===== src/rtl/usart_tx_scheduler.sv =====
// Transmit scheduler between the UDR holding register and the USART tx frame FSM.
// Holds one pending byte, hands it to the frame FSM, inserts an inter-frame gap and drives the UDRE/TXC flags.
module usart_tx_scheduler #(
  parameter int DATA_W     = 9,
  parameter int GAP_CYCLES = 1,
  parameter int GAP_W      = 4
) (
  input  logic              i_txclk,
  input  logic              i_rst_n,
  input  logic              i_txen,
  input  logic              i_wr_udr,
  input  logic [DATA_W-1:0] i_wr_data,
  input  logic              i_txc_clr,
  input  logic              i_udrie,
  input  logic              i_txcie,
  input  logic              i_start_bit_insert,
  input  logic              i_transmit_complete,
  output logic              o_data_in_udr,
  output logic [DATA_W-1:0] o_tx_data,
  output logic              o_udre,
  output logic              o_txc,
  output logic              o_udre_irq,
  output logic              o_txc_irq,
  output logic              o_wr_overrun,
  output logic              o_busy
);

  typedef enum logic [1:0] {
    S_IDLE = 2'd0,
    S_REQ  = 2'd1,
    S_BUSY = 2'd2,
    S_GAP  = 2'd3
  } state_e;

  localparam int               GAP_LOAD_I = (GAP_CYCLES > 0) ? GAP_CYCLES - 1 : 0;
  localparam logic [GAP_W-1:0] GAP_LOAD   = GAP_LOAD_I[GAP_W-1:0];

  state_e              state_q, state_d;
  logic [DATA_W-1:0]   tx_data_q, tx_data_d;
  logic                udre_q, udre_d;
  logic                txc_q, txc_d;
  logic                data_in_udr_q, data_in_udr_d;
  logic                wr_overrun_q, wr_overrun_d;
  logic [GAP_W-1:0]    gap_cnt_q, gap_cnt_d;

  logic handoff;
  logic wr_accept;
  logic frame_done;
  logic txc_set;

  // The buffer frees up on the hand-off edge, so a write in that same cycle lands.
  assign handoff    = (state_q == S_REQ) & i_start_bit_insert;
  assign wr_accept  = i_wr_udr & (udre_q | handoff);
  assign frame_done = (state_q == S_BUSY) & i_transmit_complete;
  assign txc_set    = frame_done & udre_q & ~i_wr_udr;

  always_ff @(posedge i_txclk or negedge i_rst_n) begin
    if (!i_rst_n) begin
      state_q       <= S_IDLE;
      tx_data_q     <= '0;
      udre_q        <= 1'b1;
      txc_q         <= 1'b0;
      data_in_udr_q <= 1'b0;
      wr_overrun_q  <= 1'b0;
      gap_cnt_q     <= '0;
    end else begin
      state_q       <= state_d;
      tx_data_q     <= tx_data_d;
      udre_q        <= udre_d;
      txc_q         <= txc_d;
      data_in_udr_q <= data_in_udr_d;
      wr_overrun_q  <= wr_overrun_d;
      gap_cnt_q     <= gap_cnt_d;
    end
  end

  always_comb begin
    state_d = state_q;
    case (state_q)
      S_IDLE: if (i_txen && !udre_q) state_d = S_REQ;
      S_REQ: begin
        if (i_start_bit_insert) state_d = S_BUSY;
        else if (!i_txen)       state_d = S_IDLE;
      end
      // Disabling the transmitter never aborts a frame already on the wire.
      S_BUSY: begin
        if (i_transmit_complete) begin
          if (GAP_CYCLES == 0) state_d = S_IDLE;
          else                 state_d = S_GAP;
        end
      end
      S_GAP:   if (gap_cnt_q == '0) state_d = S_IDLE;
      default: state_d = S_IDLE;
    endcase
  end

  always_comb begin
    data_in_udr_d = (state_d == S_REQ);
    tx_data_d     = wr_accept ? i_wr_data : tx_data_q;
    wr_overrun_d  = i_wr_udr & ~wr_accept;

    udre_d = udre_q;
    if (wr_accept)    udre_d = 1'b0;
    else if (handoff) udre_d = 1'b1;

    txc_d = txc_set | (txc_q & ~i_txc_clr);

    gap_cnt_d = gap_cnt_q;
    if (frame_done)
      gap_cnt_d = GAP_LOAD;
    else if (state_q == S_GAP && gap_cnt_q != '0)
      gap_cnt_d = gap_cnt_q - GAP_W'(1);
  end

  assign o_data_in_udr = data_in_udr_q;
  assign o_tx_data     = tx_data_q;
  assign o_udre        = udre_q;
  assign o_txc         = txc_q;
  assign o_udre_irq    = udre_q & i_udrie;
  assign o_txc_irq     = txc_q & i_txcie;
  assign o_wr_overrun  = wr_overrun_q;
  assign o_busy        = (state_q != S_IDLE);

endmodule


===== config.mk =====
export PLATFORM = sky130hd
export DESIGN_NAME = usart_tx_scheduler
export DESIGN_NICKNAME = d
export VERILOG_FILES = /design/src/rtl/usart_tx_scheduler.sv
export SDC_FILE = /design/constraint.sdc
export NUM_CORES = 1
export LEC_CHECK = 0
export CORE_MARGIN = 4
export CORE_UTILIZATION = 30
export CTS_BUF_LIST = sky130_fd_sc_hd__clkbuf_4 sky130_fd_sc_hd__clkbuf_8
export CTS_CLUSTER_DIAMETER = 150
export DETAILED_ROUTE_END_ITERATION = 8
export GPL_ROUTABILITY_DRIVEN = 1
export GPL_TIMING_DRIVEN = 0
export PLACE_DENSITY = 0.61
export SLEW_MARGIN = 20
export SYNTH_ARGS = -nofsm -noshare
export SYNTH_HDL_FRONTEND = slang
export SYNTH_SLANG_ARGS = --single-unit

===== constraint.sdc =====
create_clock -name i_txclk -period 1.6 [get_ports i_txclk]
set_clock_uncertainty 0.15 [all_clocks]
set_input_delay 0.32 -clock i_txclk [delete_from_list [all_inputs] [get_ports i_txclk]]
set_output_delay 0.32 -clock i_txclk [all_outputs]
set_load 0.03 [all_outputs]

==> flow_summary.json <==
{
  "number_of_logic_stages_on_the_critical_path_including_buffering": 3,
  "critPathBufInv": 2,
  "floorplan.die.width_um": 60.7,
  "grt_pass1_vias": 704,
  "start_kind": "flip-flop",
  "drtAntennaViolNets": 0,
  "yosysWarnings": 0,
  "final_cells": 147,
  "power.ir.vdd_worst_v": 0.00111,
  "final_max_slew_viol_count": 0,
  "gp_congestion": 0.825,
  "worst_setup_hold_path_clk_slew_ps": 110,
  "setup_viol": 10,
  "place_area_um2": 1200,
  "final_core_utilization": 0.541,
  "status": "finished with violations",
  "tritoncts": "done",
  "tritoncts.num_buffers": 3,
  "yosysSeqAreaShare": 0.572,
  "synthesis.instances": 69,
  "design.core.area_um2": 2570,
  "ioPinCount": 34,
  "die_y_um": 60.7,
  "crit_required_ps": 1130,
  "initial_core_util": 0.325,
  "period_needed_ps": 1690,
  "grt_setup_unrepaired": "yes",
  "r2r_cells": 5,
  "num-nets-final": 137,
  "layout.cell_area.non_filler_um2": 1390,
  "violations": "negative setup slack",
  "most_frequent_standard_cell_in_the_layout_excluding_fill_and_tap_cells": "sky130_fd_sc_hd__dfrtp_1",
  "numPlacedInstances": 132,
  "post_synth_num_cell_types": 26,
  "grt_antenna_before_repair": 0,
  "htree_levels": 1,
  "ys_seq_elements": 19,
  "routedWlPerCell_um": 13.3,
  "netlist_area_um2": 833,
  "post-route-worst-setup-slack_ps": -90.1,
  "setup.worst_path.class": "flip-flop to output pin",
  "postSynthNetCount": 88,
  "crit_arrival_ps": 1220,
  "clock_sink_count": 19,
  "post-place-ws_ps": -422,
  "place.port_buffers": 33,
  "hold_viol_final": 0,
  "layout.cells.most_common_list": "sky130_fd_sc_hd__dfrtp_1 (18), sky130_fd_sc_hd__clkdlybuf4s50_1 (17), sky130_fd_sc_hd__mux2_4 (9), sky130_fd_sc_hd__buf_4 (9), sky130_fd_sc_hd__dlygate4sd2_1 (7)",
  "grt_pass1_wl_mm": 3.18,
  "drt-vias-per-instance": 4.70,
  "place_hpwl_mm": 1.34,
  "critical_path.slowest_cell": "sky130_fd_sc_hd__dfrtp_1",
  "filler_cell_count": 233,
  "cpPeakStageDelay_ps": 420,
  "grt_start_max_net_pins": 20,
  "total_power_mw": 2.56,
  "cp_top_family": "flip-flops",
  "finalWirelength_mm": 1.96,
  "leakage_nw": 0.686,
  "clk_path_buf_depth": 2,
  "timing.hold.worst.class": "input pin to asynchronous set/reset pin",
  "drtIter0Drc": 7,
  "p_per_area_nw_per_um2": 1840,
  "clock-root-buffer": "sky130_fd_sc_hd__clkbuf_4",
  "critical_path.cell_chain": "buf_8, or2_4, buf_6",
  "setup.worst_path.end_class": "output pin",
  "drive_above_1_share": 0.316,
  "post_synth.cell_area_avg_um2": 12.1,
  "synthToLayoutAreaGrowth_pct": 66.7,
  "global_route.usage.total": 0.118,
  "clock_insertion_delay_worst_skew_ps": 310,
  "finalCritPeriodShare": 1.06,
  "worst_hold_slack_ps": 326,
  "drc": 0,
  "worst_slew_pin_slew_ps": 826,
  "relSlewSlack": 0.447,
  "finalSetupTns_ps": -306,
  "std_cell_rows": 18,
  "timing.critical_path.fanout_max": 8,
  "dieArea_um2": 3690,
  "maxCapViolations": 0,
  "grt_remaining_overflow": 0,
  "detailroute.via_count": 691,
  "insertedDiodeCount": 0,
  "maxClockFrequency_mhz": 592,
  "number_of_iterations_in_the_first_detailed_routing_pass": 4
}
## synthesized netlist by cell type
cell	number	area [µm²]
sky130_fd_sc_hd__o21ai_4	1	16.3
sky130_fd_sc_hd__nand4_1	1	6.26
sky130_fd_sc_hd__o32ai_1	1	8.76
sky130_fd_sc_hd__o21ai_0	2	10.0
sky130_fd_sc_hd__nand2b_1	1	6.26
sky130_fd_sc_hd__dfstp_2	1	26.3
sky130_fd_sc_hd__nand4b_1	2	17.5
sky130_fd_sc_hd__nor3_1	1	5.00
sky130_fd_sc_hd__nand3b_1	2	15.0
sky130_fd_sc_hd__dfrtp_1	18	450
sky130_fd_sc_hd__a21o_2	1	8.76
sky130_fd_sc_hd__nand3_1	1	5.00
sky130_fd_sc_hd__nand2_1	6	22.5
sky130_fd_sc_hd__and3b_2	1	10.0
sky130_fd_sc_hd__inv_1	6	22.5
sky130_fd_sc_hd__clkbuf_2	1	5.00
sky130_fd_sc_hd__or2_2	1	6.26
sky130_fd_sc_hd__nor2_1	3	11.3
sky130_fd_sc_hd__a22o_1	1	8.76
sky130_fd_sc_hd__ha_1	1	12.5
sky130_fd_sc_hd__clkbuf_1	1	3.75
sky130_fd_sc_hd__o211ai_1	1	7.51
sky130_fd_sc_hd__mux2_2	9	101
sky130_fd_sc_hd__mux2i_1	2	20.0
sky130_fd_sc_hd__nor3b_1	1	7.51
sky130_fd_sc_hd__and2_1	3	18.8
## state kept, by name (all words and copies together), names as in the netlist
signal	count
o_udre	1
o_txc	1
state_q	2
o_wr_overrun	1
o_data_in_udr	1
o_tx_data	9
gap_cnt_q	4
## cell type report
| type | count | area [µm²] | share of cell area |
|---|---|---|---|
| plain buffers | 2 | 28.8 | 0.0207 |
| clock buffers | 3 | 22.5 | 0.0162 |
| clock inverters | 1 | 5.00 | 0.00360 |
| inverters | 6 | 22.5 | 0.0162 |
| multi-input cells | 42 | 369 | 0.266 |
| flip-flops and latches | 19 | 477 | 0.343 |
| well taps | 30 | 37.5 | 0.0270 |
| repair buffers | 44 | 427 | 0.307 |
## what timing repair did
action / 4_1_cts / 5_1_grt
setup endpoints to repair: 25 / 19
hold buffers: 0 / 0
gates cloned: 1 / 0
pin swaps: 1 / 1
resized for setup: 52 / 9
setup buffers: 5 / 5
hold endpoints to repair: 0 / 0
## power breakdown
group / internal, mW / total [mW] / switching [mW]
combinational: 0.784 / 1.50 / 0.721
clock: 0.0934 / 0.250 / 0.157
sequential: 0.689 / 0.807 / 0.118
## cells by family (layout without fill, tap and decap cells)
logic type / after synthesis / count (layout) / share of synthesized area
AOI/OAI and AO/OA: 7 / 7 / 0.0721
adders and majority gates: 1 / 1 / 0.0150
buffers and inverters: 8 / 56 / 0.0375
DFF: 19 / 19 / 0.572
muxes: 11 / 11 / 0.146
and+or+nand+nor: 23 / 23 / 0.158
## path summary, 6_finish.rpt
| check | startpoint | endpoint | slack, ps |
|---|---|---|---|
| worst max-delay path | state_q[0] | o_busy | -90 |
| worst min-delay path | i_rst_n | o_data_in_udr | 330 |
| worst max register to register | state_q[1] | o_tx_data[7] | -40 |
| worst min register to register | o_tx_data[4] | o_tx_data[4] | 360 |
| max in group asynchronous | i_rst_n | o_txc | 460 |
| min in group i_txclk | o_tx_data[4] | o_tx_data[4] | 360 |
## layer usage
metal,vias to the layer above,wire length [µm],track usage,share of wire
met4,0,11,0.0186,0.0056
met1,328,789,0.140,0.40
met5,-,0,0,0
li1,333,-,-,-
met2,28,924,0.200,0.47
met3,2,230,0.0532,0.12
Note: power is estimated with default switching activity, not from simulation.
==> RTL change (same settings) <==
The parameter `GAP_CYCLES` goes from 1 to 0.
--- a/src/rtl/usart_tx_scheduler.sv
+++ b/src/rtl/usart_tx_scheduler.sv
@@ -2,7 +2,7 @@
 // Holds one pending byte, hands it to the frame FSM, inserts an inter-frame gap and drives the UDRE/TXC flags.
 module usart_tx_scheduler #(
   parameter int DATA_W     = 9,
-  parameter int GAP_CYCLES = 1,
+  parameter int GAP_CYCLES = 0,
   parameter int GAP_W      = 4
 ) (
   input  logic              i_txclk,
Formal check against the unedited RTL: not equivalent (a bounded check fails within 10 cycles, from zero or initial values and one cycle with i_rst_n low).
==> RTL change against the original RTL <==
  * Combinational power down 21%
  * First-iteration DRC count increased by 71%
  * Sequential cell count unchanged
  * Clock power decreased by 5%
  * Die area is 2.7% lower
  * Largest cell class unchanged
  * Highest routed layer unchanged
  * Worst setup slack gained 0.11 ns
  * Sequential power shrank 1%
  * Total power decreased by 14%
  * Wire length decreased by 10%
  * Synthesized area down 3.2%
  * Final area down 7.6%
  * Critical path depth rose by 1
==> RTL change: results (changes against the original RTL) <==
The flow ran to the end, and the final reports show no timing, DRC or antenna violations. The run gives 12.5% (-1.5 points) as the met1 layer usage reported by global route. The depth of the worst register-to-register path was 4 (-1).

The run gives 59.1% (+1.9 points) as the sequential fraction of the synthesis area. The tools report the global-route wire length before repair as 2790 um (-12%). The count of distinct cell types in the synthesized netlist is 23 (-12%), and the count of plain and timing-repair buffers is 40 (-13%).

The area used by sequential logic in the layout was 478 um^2 (+0.26%). The sequential fraction of total cell area is 37.2% (+2.9 points). The proportion of layout cells with a drive suffix above 1 works out to 33.3% (+1.7 points). Smallest hold slack: 0.329 ns (+0.00284 ns). The post-synthesis net count was 82 (-6.8%). The run gives 1760 um (-10%) as the aggregate routed wire length.

The tools report the cell area after placement as 1170 um^2 (-2.2%). The all-layer global routing usage is 10.5% (-1.3 points), and the average via count per standard cell is 4.56 (-3.0%). After synthesis, the cell types taking the most area are dfrtp_1, mux2_2, mux2i_1, dfstp_2, and2_1. The logs give 3580 um^2 (-2.7%) for the die footprint and 1.30 mV (+17%) for the peak ir drop on the vdd network.

By count the netlist is led by dfrtp_1, mux2_2, inv_1, nand2_1. The most critical setup path has its endpoint at o_tx_data[8]. For the met3 usage in global routing, the log shows 4.54% (-0.78 points). The static leakage was 0.578 nW (-16%).

The detailed-placement wirelength estimate was 1260 um (-5.7%); the number of multi-input combinational cells in the layout was 40 (-4.8%). The detailed router's first-iteration violation count is 12 (+5), and the slew of the pin with the lowest slew margin is 0.808 ns (-0.0180 ns). The final weighted congestion in routability-driven placement was 0.806 (-2.4%); the met2 routing resource usage after global routing was 16.7% (-3.3 points).

The number of sinks handled by clock tree synthesis was 19 (unchanged); the post-route non-filler standard cell count was 138 (-6.1%). The gate count after technology mapping was 63 (-8.7%). The most critical setup path has its startpoint at state_q[1]. The wire length on met3 came out at 133 um (-42%). The via count of the first global-routing pass was 649 (-7.8%). The number of input and output port buffers inserted is 33 (unchanged). The worst setup slack after placement was -0.418 ns (+0.00378 ns); the pin count of the biggest net entering global routing was 20 (unchanged).

The run gives 353 um^2 (-4.4%) as the area taken by multi-input logic gates. The worst-path maximum fanout is 5 (-3), and the setup slack of the critical path after layout is 0.0196 ns (+0.110 ns). The cell total after placement is 126 (-4.5%). The final-layout non-clock buffer area share was 28.8% (-4.0 points); the total length of routed met2 wires was 862 um (-6.7%).
[RTL change: cells by family after synthesis]
| logic type | after synthesis | share of synthesized area, % |
|---|---|---|
| compound gates | 7 | 7.75 |
| fa+ha+maj | 1 | 1.55 |
| buf+inv | 5 | 2.33 |
| flops | 19 | 59.1 |
| mux | 12 | 16.3 |
| simple gates | 19 | 13.0 |
[RTL change: report_power, final]
group,switching (mW),internal [mW]
Clock,0.144,0.0930
Combinational,0.622,0.553
Sequential,0.115,0.681
Total,0.881,1.33
[RTL change: worst max-delay path: stages (launching register included)]
cell and delay [ns]:
dfrtp_1 0.39, buf_6 0.12, and3b_4 0.22, o21ai_4 0.23, mux2_2 0.37
[RTL change: repair_timing]
| action | in CTS | in global routing |
|---|---|---|
| cloned | 0 | 1 |
| buffers inserted | 3 | 4 |
| endpoints found under the setup margin | 26 | 17 |
| pin swaps | 1 | 1 |
| gates resized for setup | 38 | 13 |
